$ cat config.mk
export PLATFORM = sky130hd
export DESIGN_NAME = mysource
export DESIGN_NICKNAME = d
export VERILOG_FILES = /design/src/rtl/mysource.sv
export SDC_FILE = /design/constraint.sdc
export NUM_CORES = 1
export LEC_CHECK = 0
export BUFFER_PORTS_ARGS = -buffer_cell sky130_fd_sc_hd__buf_2
export CAP_MARGIN = 20
export CORE_AREA = 2 2 39 41
export CTS_CLUSTER_DIAMETER = 30
export DETAILED_ROUTE_END_ITERATION = 6
export DIE_AREA = 0 0 41 43
export HOLD_SLACK_MARGIN = 0.02
export SLEW_MARGIN = 5
export SYNTH_ARGS = -nofsm -noshare
export SYNTH_HDL_FRONTEND = slang
export SYNTH_SLANG_ARGS = --single-unit
export TNS_END_PERCENT = 20
$ cat constraint.sdc
create_clock -name clk -period 1.5 [get_ports clk]
set_input_delay 0.075 -clock clk [delete_from_list [all_inputs] [get_ports clk]]
set_output_delay 0.075 -clock clk [all_outputs]
set_load 0.05 [all_outputs]
$ cat src/rtl/mysource.sv
// Five-sensor alarm voter.
// Counts how many of the sensor lines A..E are high each cycle and raises
// ALARM once that count has met THRESHOLD for HOLD_CYCLES consecutive edges.
// Optional build macro: ALARM_LATCH_EN makes ALARM sticky until acknowledged
// via ACK. Without the macro ACK is ignored.
module mysource #(
  parameter int THRESHOLD   = 3,
  parameter int HOLD_CYCLES = 1,
  parameter int CNT_W       = 3
) (
  input  logic       clk,
  input  logic       rst_n,
  input  logic       A,
  input  logic       B,
  input  logic       C,
  input  logic       D,
  input  logic       E,
  input  logic       ACK,
  output logic       ALARM,
  output logic [2:0] ACTIVE_CNT
);

  localparam logic [CNT_W-1:0] HOLD_MAX = CNT_W'(HOLD_CYCLES);

  logic [2:0]       cnt;
  logic             trip;
  logic             qualified;
  logic [CNT_W-1:0] hold_q, hold_d;
  logic             alarm_q, alarm_d;
  logic [2:0]       active_cnt_q;

  // Popcount of the sensor lines and the trip decision.
  always_comb begin
    cnt  = 3'(A) + 3'(B) + 3'(C) + 3'(D) + 3'(E);
    trip = (int'(cnt) >= THRESHOLD);
  end

  // Saturating run-length counter of consecutive trip cycles; any miss restarts it.
  always_comb begin
    hold_d = '0;
    if (trip) begin
      if (hold_q == HOLD_MAX) begin
        hold_d = hold_q;
      end else begin
        hold_d = hold_q + CNT_W'(1);
      end
    end
    qualified = trip && (hold_d == HOLD_MAX);
  end

`ifdef ALARM_LATCH_EN
  // Sticky alarm: a qualified cycle sets it and wins over ACK; ACK alone clears it.
  always_comb begin
    alarm_d = alarm_q;
    if (qualified) begin
      alarm_d = 1'b1;
    end else if (ACK) begin
      alarm_d = 1'b0;
    end
  end
`else
  logic unused_ack;
  assign unused_ack = ACK;

  // Non-latching alarm simply registers the qualified condition.
  always_comb begin
    alarm_d = qualified;
  end
`endif

  // State and output registers; reset clears everything including a latched alarm.
  always_ff @(posedge clk or negedge rst_n) begin
    if (!rst_n) begin
      hold_q       <= '0;
      alarm_q      <= 1'b0;
      active_cnt_q <= 3'd0;
    end else begin
      hold_q       <= hold_d;
      alarm_q      <= alarm_d;
      active_cnt_q <= cnt;
    end
  end

  assign ALARM      = alarm_q;
  assign ACTIVE_CNT = active_cnt_q;

endmodule

==> summary by stage, run 1 <==
STA
Headroom to the max-slew limit came out at about 83%. The max-slew violation count came to 0. The period utilization is 95.9%. The worst-margin pin slew is 0.251 ns.

The count of final hold-check violations is 0. The clock arrives with approximately 0.0018 ns of skew. Static timing analysis puts the maximum clock frequency at 0.695 GHz.

Setup repair after global routing left no endpoint under its margin. The time the worst path needs with I/O delays and setup is 1.44 ns. Setup violations remaining at the end of the flow were counted as 0. The hold slack is 0.190 ns.

Clock network
Clock-pin slew was measured on the worst setup and hold paths at 0.05 ns. The clock reaches the later pin of the worst-skew pair after 0.24 ns. The total CTS buffers is 3.

The buffer levels on the longest clock path is 2. The clock tree from TritonCTS is done. Post-CTS timing repair inserted 0 buffers for setup. The number of sinks handled by clock tree synthesis is 7. In this run the number of H-tree levels came out at 1. The clock tree root driver cell is sky130_fd_sc_hd__clkbuf_4.

Synth
The Yosys step of the flow raised 0 warnings. Among all cell types in the netlist, the one instantiated most often is sky130_fd_sc_hd__inv_1. The cell taking the most area after synthesis is sky130_fd_sc_hd__dfrtp_1. A synthesized cell averages 11.1 um^2. The share of synthesized area in the top cell type comes to 46.4%.

Summing every instance area after synthesis gives ~380 um^2. The top flip-flop cell by instance count after synthesis is sky130_fd_sc_hd__dfrtp_1. Yosys mapped a number of flops with a built-in enable equal to 0.

By area the synthesized netlist is led by sky130_fd_sc_hd__dfrtp_1 (46%), sky130_fd_sc_hd__fa_1 (11%), sky130_fd_sc_hd__ha_1 (9.9%). After synthesis, the most frequently instantiated cells are sky130_fd_sc_hd__inv_1 (9), sky130_fd_sc_hd__dfrtp_1 (7), sky130_fd_sc_hd__ha_1 (3), sky130_fd_sc_hd__nor2_1 (3). In the synthesized netlist the async set-or-reset flop fraction comes to 100%. The sequential area share after synthesis is between 40% and 50%. The synthesized instance count is 34. Synthesis inferred 7 register bits. The number of different library cells in the post-synthesis netlist is 13. The total nets after synthesis is 47.

Final layout
The final-stage net count is 63. 0 antenna diodes ended up in the layout. Summing all multi-input logic gate instances after layout gives a little under 200 um^2. The number of fill cells in the layout is ~140. The sequential cell area in the final layout is 175 um^2. The synthesis-to-layout area growth is 37.7%. The share of final-layout standard cells stronger than drive strength 1 is 42.9%. The utilization of the core after routing is a little under two fifths.

Placed design
The count of buffers from port buffering is 10. Summed over all nets, the half-perimeter wirelength after detailed placement is 540 um. The placer's final routability congestion estimate is 0.656.

Setup path
The largest driver fanout on the critical path is 4. The kind of start point of the critical path is an input pin. In this run the critical register-to-register path is captured at ALARM. Among all stages on the critical path, the largest delay is contributed by sky130_fd_sc_hd__fa_1. Walking the worst path, the cells encountered are buf_4, inv_8, fa_1, fa_2, inv_2, ha_4, a21oi_4, nor2_1.

The number of cells on the worst reg-to-reg path is 4. The biggest cell delay along the critical path is 0.46 ns. In this run the critical register-to-register path is launched from hold_q[0]. By startpoint and endpoint, the worst setup path is classified as input pin to register. The worst setup path is captured at a register. STA puts the critical path data required time at 1.63 ns.

The reg2reg setup slack is 0.09 ns. At the worst endpoint, the arrival time is 1.57 ns. In this design, the largest share of critical-path delay is due to adder cells. Counting both buffers and inverters, the worst setup path holds a total of 3.

Global routing
The first global-routing pass estimated 1.16 mm of wire. The overall global routing resource usage is around 11%. After global routing the overflow that remains totals 0. The number of antenna violations at the first check in global routing is 0. The via count of the first global-routing pass is between 200 and 300. The largest net degree at the start of global routing is 8.

Power and ir drop
The worst-case IR drop observed on VDD is between 0.5 and 0.6 mV. Power spread over the standard cell area amounts to around 1600 nW/um^2. The total leakage power is approximately 0.26 nW.

Route
The routed layout has approximately 270 vias. The routed wire length per instance is 9.63 um. After detailed routing, the number of vias per cell comes to about 4.2. For this run, design rule violations remaining after detail routing come to 0. The remaining antenna violation count after routing is 0. The sum of routed wire length over all layers is 626 um.

After the first detailed-routing iteration, the DRC count stood at 0. For this run, the detailed router's first-pass iteration total came to 1.

Floorplanning
In this run the horizontal extent of the chip is 41 um. The core region is 1380 um^2. The area of the die is between 1500 and 2000 um^2. The top-level port count is 12. The effective utilization at floorplan is a little over a quarter.

The floorplan die height is between 40 and 50 um. Row generation in the floorplan step produced 14 rows.

Job
The number of max-cap violations is 0.

Worst hold path
The path class of the tightest hold or removal check is input pin to async pin.

Status
The run finished with clean final reports.
[cell type report]
cell class	instances	area share, %
Timing Repair Buffer	11	12.0
Tap cell	16	3.85
Multi-Input combinational cell	18	37.5
Clock buffer	4	5.05
Sequential cell	7	33.7
Inverter	9	7.93
[how the worst max path moves through the flow]
stage                   start         to  slack (ns)  depth (start not counted)
CTS                         D  hold_q[0]       0.007                          8
detailed placement          D  hold_q[0]       -0.28                          8
floorplan                   D      ALARM       -0.07                          7
global route        hold_q[0]      ALARM       0.009                          4
finish                      D  hold_q[0]        0.06                          8
global placement            D  hold_q[2]       -0.26                          8
[cells in the final DEF (no fill, tap or decap), types with 2 or more instances in the layout]
cell                       count
sky130_fd_sc_hd__buf_2         9
sky130_fd_sc_hd__clkbuf_4      3
sky130_fd_sc_hd__dfrtp_1       7
sky130_fd_sc_hd__ha_1          2
sky130_fd_sc_hd__inv_1         5
sky130_fd_sc_hd__inv_2         3
sky130_fd_sc_hd__mux2i_1       2
sky130_fd_sc_hd__nand2b_1      2
sky130_fd_sc_hd__nor2_1        3
[power by group]
group | internal (mW) | leakage, nW | switching, mW
combinational | 0.167 | 0.155 | 0.244
sequential | 0.242 | 0.0895 | 0.0396
clock | 0.101 | 0.0150 | 0.0649
[per-stage QoR]
stage	instances	power [mW]	setup TNS, ns	area [um^2]	setup WS [ns]
after floorplan	34	0.613	-0.277	412	-0.0712
after global placement	60	0.688	-1.05	482	-0.263
after detailed placement	60	0.700	-1.14	482	-0.281
after CTS	65	0.872	0	518	0.00743
after global routing	65	0.939	0	520	0.00895
final	65	0.858	0	520	0.0612
[logic make-up after synthesis]
group,count (synthesis),synth area share (%)
buf+inv,9,8.94
xor+xnor,1,2.32
flops,7,46.4
simple gates,7,9.27
fa+ha+maj,5,20.5
mux,2,5.30
compound gates,3,7.28
[sequential cells by signal (all words and copies together) (netlist names)]
signal and cells:
ALARM 1, hold_q 3, ACTIVE_CNT 3
[timing repair]
action                                  in CTS  in global routing
gates resized for setup                      0                  1
hold endpoints to repair                     7                  0
endpoints found under the setup margin       4                  4
hold buffers                                 1                  0
pin swaps                                    1                  3
[per-layer routing]
metal	global-route usage, %	wire [um]
met1	13.7	274
met2	13.4	315
met3	7.85	36
met4	6.00	0
met5	0	0
No activity file was read; power rests on OpenSTA's default activity.
==> run 2: changes to the inputs <==
--- a/config.mk
+++ b/config.mk
@@ -12,6 +12,7 @@
 export DETAILED_ROUTE_END_ITERATION = 6
 export DIE_AREA = 0 0 41 43
 export HOLD_SLACK_MARGIN = 0.02
+export RECOVER_POWER = 25
 export SLEW_MARGIN = 5
 export SYNTH_ARGS = -nofsm -noshare
 export SYNTH_HDL_FRONTEND = slang
==> run 2 against run 1 <==
Effect of this change: final cell count is the same; sequential power is essentially flat; sequential share of layout area grew 0.081 points; maximum frequency is the same; non-clock buffer count is the same; critical endpoint unchanged; highest routed layer unchanged.
==> summary by stage, run 2 (synthesis gave the netlist of run 1 again) <==
Clock network
Counting every sink on the clock net gives 7. At the later pin of the worst-skew pair, clock insertion delay measures 0.24 ns. The number of levels the H-tree was split into is 1. The clock passes through at most 2 buffers. TritonCTS built the clock tree. The register clock-pin slew on the reported worst setup and hold paths is 0.05 ns.

Post-CTS timing repair inserted 0 buffers for setup. The number of clock buffers added by TritonCTS is 3. Clock tree synthesis selected as its root buffer the cell sky130_fd_sc_hd__clkbuf_4.

Route
The first-pass iteration count of the detailed router is 1. The total met2 wirelength after detailed routing is 315 um. The sum of routed wire length over all layers is 624 um. In the final routed layout, each cell accounts on average for ~9.6 um. The met1 wire length is 272 um. The routed layout has 273 vias.

In this run the remaining antenna-violating nets after routing total 0. The top metal layer carrying routed signals is met3. The total DRC errors in the routed layout is 0. The routed design uses 36 um of met3 wire. The first routing iteration left 0 violations. In the routed layout, each cell is associated on average with a via count of between 4 and 5.

Setup path
Data arrives at the worst endpoint at 1.57 ns. Walking the worst path, the cells encountered are buf_4, inv_8, fa_1, fa_2, inv_2, ha_4, a21oi_4, nor2_1. The kind of start point of the critical path is an input pin.

The slowest cell on the critical path is sky130_fd_sc_hd__fa_1. In this run the worst path has a maximum fanout of 4. The cell count along the critical path is 8.

The cell class contributing the biggest share of worst-path delay is adder cells. Counting both buffers and inverters, the worst setup path holds a total of 3. The critical path is of the input pin to register type. In this design, the stage delay of the slowest critical-path cell is 0.46 ns. The number of cells on the worst reg-to-reg path is 4. Data on the critical path is required at its endpoint by 1.63 ns. The type of element capturing the critical path is a register.

Floorplanning
The floorplan die height is 43 um. For this design the top-level I/O count stands at 12. The core area is roughly 1400 um^2. The number of core rows is 14.

The area of the die is 1760 um^2. From left edge to right edge, the die measures about 41 um. The effective utilization at floorplan is 27.3%.

STA
The worst clock skew is ~0.0018 ns. The time the worst path needs with I/O delays and setup is roughly 1.4 ns. The period utilization is 95.9%. The final count of negative-setup-slack endpoints is 0. The worst-margin pin slew is 0.387 ns. The max-slew violation count is 0. After routing, the total negative slack on setup checks comes to 0 ns. The count of final hold-check violations is 0. Setup repair after global routing left no endpoint under its margin. The achievable clock frequency is ~0.70 GHz. In this run the tightest slew margin relative to its limit is 74.2%.

Power and ir drop
Dividing total power by cell area gives a power density of 1650 nW/um^2. The worst voltage drop across the vdd grid is 0.507 mV. The completed layout was analyzed and its total power is 0.858 mW. The total leakage power is around 0.26 nW.

Final layout
Once layout is complete, the utilization of the core stands at 37.5%. Leaving out fill and tap cells, the most frequent cells in the layout are sky130_fd_sc_hd__buf_2 (8), sky130_fd_sc_hd__dfrtp_1 (7), sky130_fd_sc_hd__inv_1 (5). The sequential cell area in the final layout is 175 um^2.

The area of the multi-input gates is around 200 um^2. From synthesis to final layout, the design area changed by 37.4%. For this run, the post-layout net count is 63.

The number of fill cells in the layout is about 140. The leading cell type in the layout, fill and taps excluded is sky130_fd_sc_hd__buf_2. The diode insertion count for antenna repair is 0. The post-route netlist has about two fifths of its cells at a drive strength greater than 1.

Status
The flow ran to the end, and the final reports show no timing, DRC or antenna violations.

Worst hold path
The worst hold path belongs to the class input pin to async pin.

Job
The tool flagged a number of max-cap violations equal to 0.

Placed design
Summed over all nets, the half-perimeter wirelength after detailed placement is 540 um. The placer's final routability congestion estimate is 0.656. The count of buffers from port buffering is 10.

Global routing
The number of antenna violations at the first check in global routing is 0. Global routing consumed, over all layers together, 11.0% of the routing resources. The aggregate global routing overflow is 0.

Entering global routing, the biggest net connects 8 pins. The via count of the first global-routing pass is 276. The wire length of the first global-routing pass is 1.16 mm.
==> run 2: changes by cell type in the layout (fill, tap and decap cells not counted) <==
cell	previous run	this run
sky130_fd_sc_hd__clkbuf_1	1	2
sky130_fd_sc_hd__buf_2	9	8
==> run 2: area by class of cell <==
class | instances | area share [%]
inverters | 9 | 7.95
repair buffers | 11 | 11.8
well taps | 16 | 3.86
flip-flops and latches | 7 | 33.7
multi-input cells | 18 | 37.6
clock buffers | 4 | 5.06
==> run 2: worst paths after layout <==
check	slack [ns]	startpoint	end
max	0.06	D	hold_q[0]
max reg2reg	0.09	hold_q[0]	ALARM
min in group clk	0.28	E	ACTIVE_CNT[0]
min	0.26	rst_n	ALARM
min reg2reg	0.55	hold_q[2]	ALARM
max in group asynchronous	0.97	rst_n	hold_q[1]
==> run 2: report_power, final <==
part	internal (mW)	switching, mW
registers	0.242	0.0395
logic	0.166	0.244
clock network	0.101	0.0649
total	0.510	0.348
==> run 2: per-stage QoR <==
stage               cells  setup WS [ns]  hold slack (ns)  cell area [um^2]
floorplan              34        -0.0712           -0.221               412
global placement       60         -0.263          -0.0868               482
detailed placement     60         -0.281          -0.0823               482
CTS                    65        0.00743            0.187               518
global route           65        0.00895            0.282               519
finish                 65         0.0612            0.255               519
==> run 2: what timing repair did <==
action,4_1_cts,5_1_grt
hold endpoints to repair,7,0
cloned,0,0
resized for setup,0,1
hold buffers,1,0
pin swaps,1,3
endpoints found under the setup margin,4,4
==> run 2: routing by layer <==
metal	track usage, %	vias up
li1	-	134
met1	13.7	130
met2	13.4	9
met3	7.85	0
met4	6.00	0
met5	0	-
==> run 3: changes to the inputs <==
==> constraint.sdc (replaced) <==
create_clock -name clk -period 1.4 [get_ports clk]
set_input_delay 0.07 -clock clk [delete_from_list [all_inputs] [get_ports clk]]
set_output_delay 0.07 -clock clk [all_outputs]
set_load 0.05 [all_outputs]
==> run 3 against run 2 <==
Effect of this change: power is 26% higher; via count is 2.6% higher; sequential power is 8.5% higher; clock skew is 0.0018 ns lower; sequential cell count stayed put; die area stayed put; final cell count is 1.5% higher; non-clock buffer count is 1 higher; critical path depth stayed put; critical endpoint is now hold_q[1]; largest cell class unchanged.
==> summary by stage, run 3 (synthesis gave the netlist of run 1 again) <==
Setup path
By startpoint and endpoint, the worst setup path is classified as input pin to register. Data on the critical path is required at its endpoint by 1.53 ns. The reg2reg setup slack is approximately 0.04 ns.

At the worst endpoint, the arrival time is 1.53 ns. The largest driver fanout on the critical path is 4. The kind of start point of the critical path is an input pin. The type of element capturing the critical path is a register.

Global routing
The overall global routing resource usage is 9.44%. The largest net degree at the start of global routing is 8. The aggregate global routing overflow is 0. The wire length of the first global-routing pass is 1.01 mm. The via count of the first global-routing pass is 265.

The number of antenna violations at the first check in global routing is 0.

Final layout
Leaving out fill and tap cells, the most frequent cells in the layout are sky130_fd_sc_hd__buf_2 (7), sky130_fd_sc_hd__dfrtp_1 (6), sky130_fd_sc_hd__inv_1 (5). From synthesis to final layout, the design area changed by 52.6%. Counting the fill cells in the layout gives 146. The share of final-layout standard cells stronger than drive strength 1 is roughly 52%. The leading cell type in the layout, fill and taps excluded is sky130_fd_sc_hd__buf_2. The net count of the finished layout is 64. The repair_antennas step left the layout with diodes totalling 0.

STA
The count of final hold-check violations is 0. Static timing analysis puts the maximum clock frequency at between 0.7 and 0.8 GHz. Setup violations remaining at the end of the flow were counted as 0. The routed design could run at a clock period as short as 1.40 ns. Of the available clock period, the critical path in the final layout requires 99.9%. Headroom to the max-slew limit came out at 75.1%. Setup repair after global routing could not meet its margin everywhere. The max-slew violation count is 0. The worst clock skew is 0.0000583 ns. The hold slack is 0.238 ns. At the pin with the least slew margin, the transition time is about 0.37 ns.

Clock network
The number of levels the H-tree was split into is 1. TritonCTS built the clock tree. For the worst-skew pair, the clock arrives at the later sink with an insertion delay of 0.25 ns. The register clock-pin slew on the reported worst setup and hold paths is 0.06 ns. The total CTS buffers is 3. The setup fix buffers added after clock tree synthesis is 0. Counting every sink on the clock net gives 7. The buffer levels on the longest clock path is 2. The clock tree root driver cell is sky130_fd_sc_hd__clkbuf_4.

Route
Dividing the detail-routed wire length by the instance count gives 9.85 um. The first-pass iteration count of the detailed router is 1. The final layout contains routed wiring with a total length of around 650 um.

After the first detailed-routing iteration, the DRC count stood at 0. The detailed-route vias per instance is 4.24. The total DRC errors in the routed layout is 0.

The overall via count from detail_route is 280. The detail route stage leaves a number of antenna-violating nets equal to 0.

Job
Max-cap violations in this run came to 0.

Power and ir drop
For this design the static power due to leakage is 0.261 nW. The worst-case IR drop observed on VDD is 0.456 mV. For this design the ratio of total power to cell area is 1870 nW/um^2. The post-route total power is between 1 and 1.5 mW.

Floorplanning
The effective utilization at floorplan is a little over a quarter. The horizontal die dimension is 41 um. The floorplan step defined a core boundary enclosing roughly 1400 um^2. The number of core rows is 14. The floorplan die height is 43 um.

The die covers ~1800 um^2. For this design the top-level I/O count stands at 12.

Status
The flow ran to the end, and the final reports show no timing, DRC or antenna violations.

Placed design
The placer's final routability congestion estimate is 0.590. Buffers placed on the I/O ports in this run total 10. The detailed-placement wirelength estimate is 470 um.

Worst hold path
The worst min-delay path category is input pin to async pin.
==> run 3: per-stage QoR <==
stage / cell area (um^2) / util, % / setup TNS [ns] / cells / setup slack (ns)
detailed placement: 489 / 35.4 / -1.67 / 61 / -0.383
global placement: 489 / 35.4 / -1.58 / 61 / -0.362
CTS: 557 / 40.2 / -0.00201 / 66 / -0.00201
global route: 577 / 41.7 / -0.136 / 66 / -0.0430
finish: 577 / 41.7 / 0 / 66 / 0.000910
floorplan: 412 / - / -0.657 / 34 / -0.166
==> run 3: where the power goes <==
| group | internal [mW] | switching, mW |
|---|---|---|
| Sequential | 0.262 | 0.0444 |
| Clock | 0.109 | 0.0729 |
| Combinational | 0.274 | 0.319 |
| Total | 0.644 | 0.437 |
==> run 3: path summary, 6_finish.rpt <==
check / from / end / cells after the start
min in group clk: E / ACTIVE_CNT[0] / 4
worst min-delay path: rst_n / hold_q[2] / 2
worst min register to register: hold_q[2] / ALARM / 1
worst max-delay path: B / hold_q[1] / 8
max in group asynchronous: rst_n / hold_q[0] / 2
worst max register to register: hold_q[0] / ALARM / 4
==> run 3: final cells by class <==
type	count	area [um^2]	share of cell area, %
Clock buffer	4	26.3	4.56
Inverter	9	41.3	7.16
Multi-Input combinational cell	18	234	40.6
Sequential cell	7	176	30.6
Tap cell	16	20.0	3.47
Timing Repair Buffer	12	78.8	13.7
==> run 3: routing by layer <==
metal,share of wire (%),global-route usage (%)
met2,55,13.8
met4,0,6.00
met5,0,0
met1,38,9.33
met3,6.8,6.28
==> run 3: critical path: stages <==
cell	delay (ns)
sky130_fd_sc_hd__buf_6	0.07
sky130_fd_sc_hd__inv_2	0.03
sky130_fd_sc_hd__fa_1	0.48
sky130_fd_sc_hd__fa_2	0.35
sky130_fd_sc_hd__inv_2	0.07
sky130_fd_sc_hd__ha_4	0.20
sky130_fd_sc_hd__a21oi_4	0.19
sky130_fd_sc_hd__nor2b_1	0.07
==> run 3: repair_timing <==
action,in CTS,in global routing
endpoints found under the hold margin,7,0
hold buffers,1,0
resized for setup,6,4
endpoints found under the setup margin,4,4
pin swaps,4,1
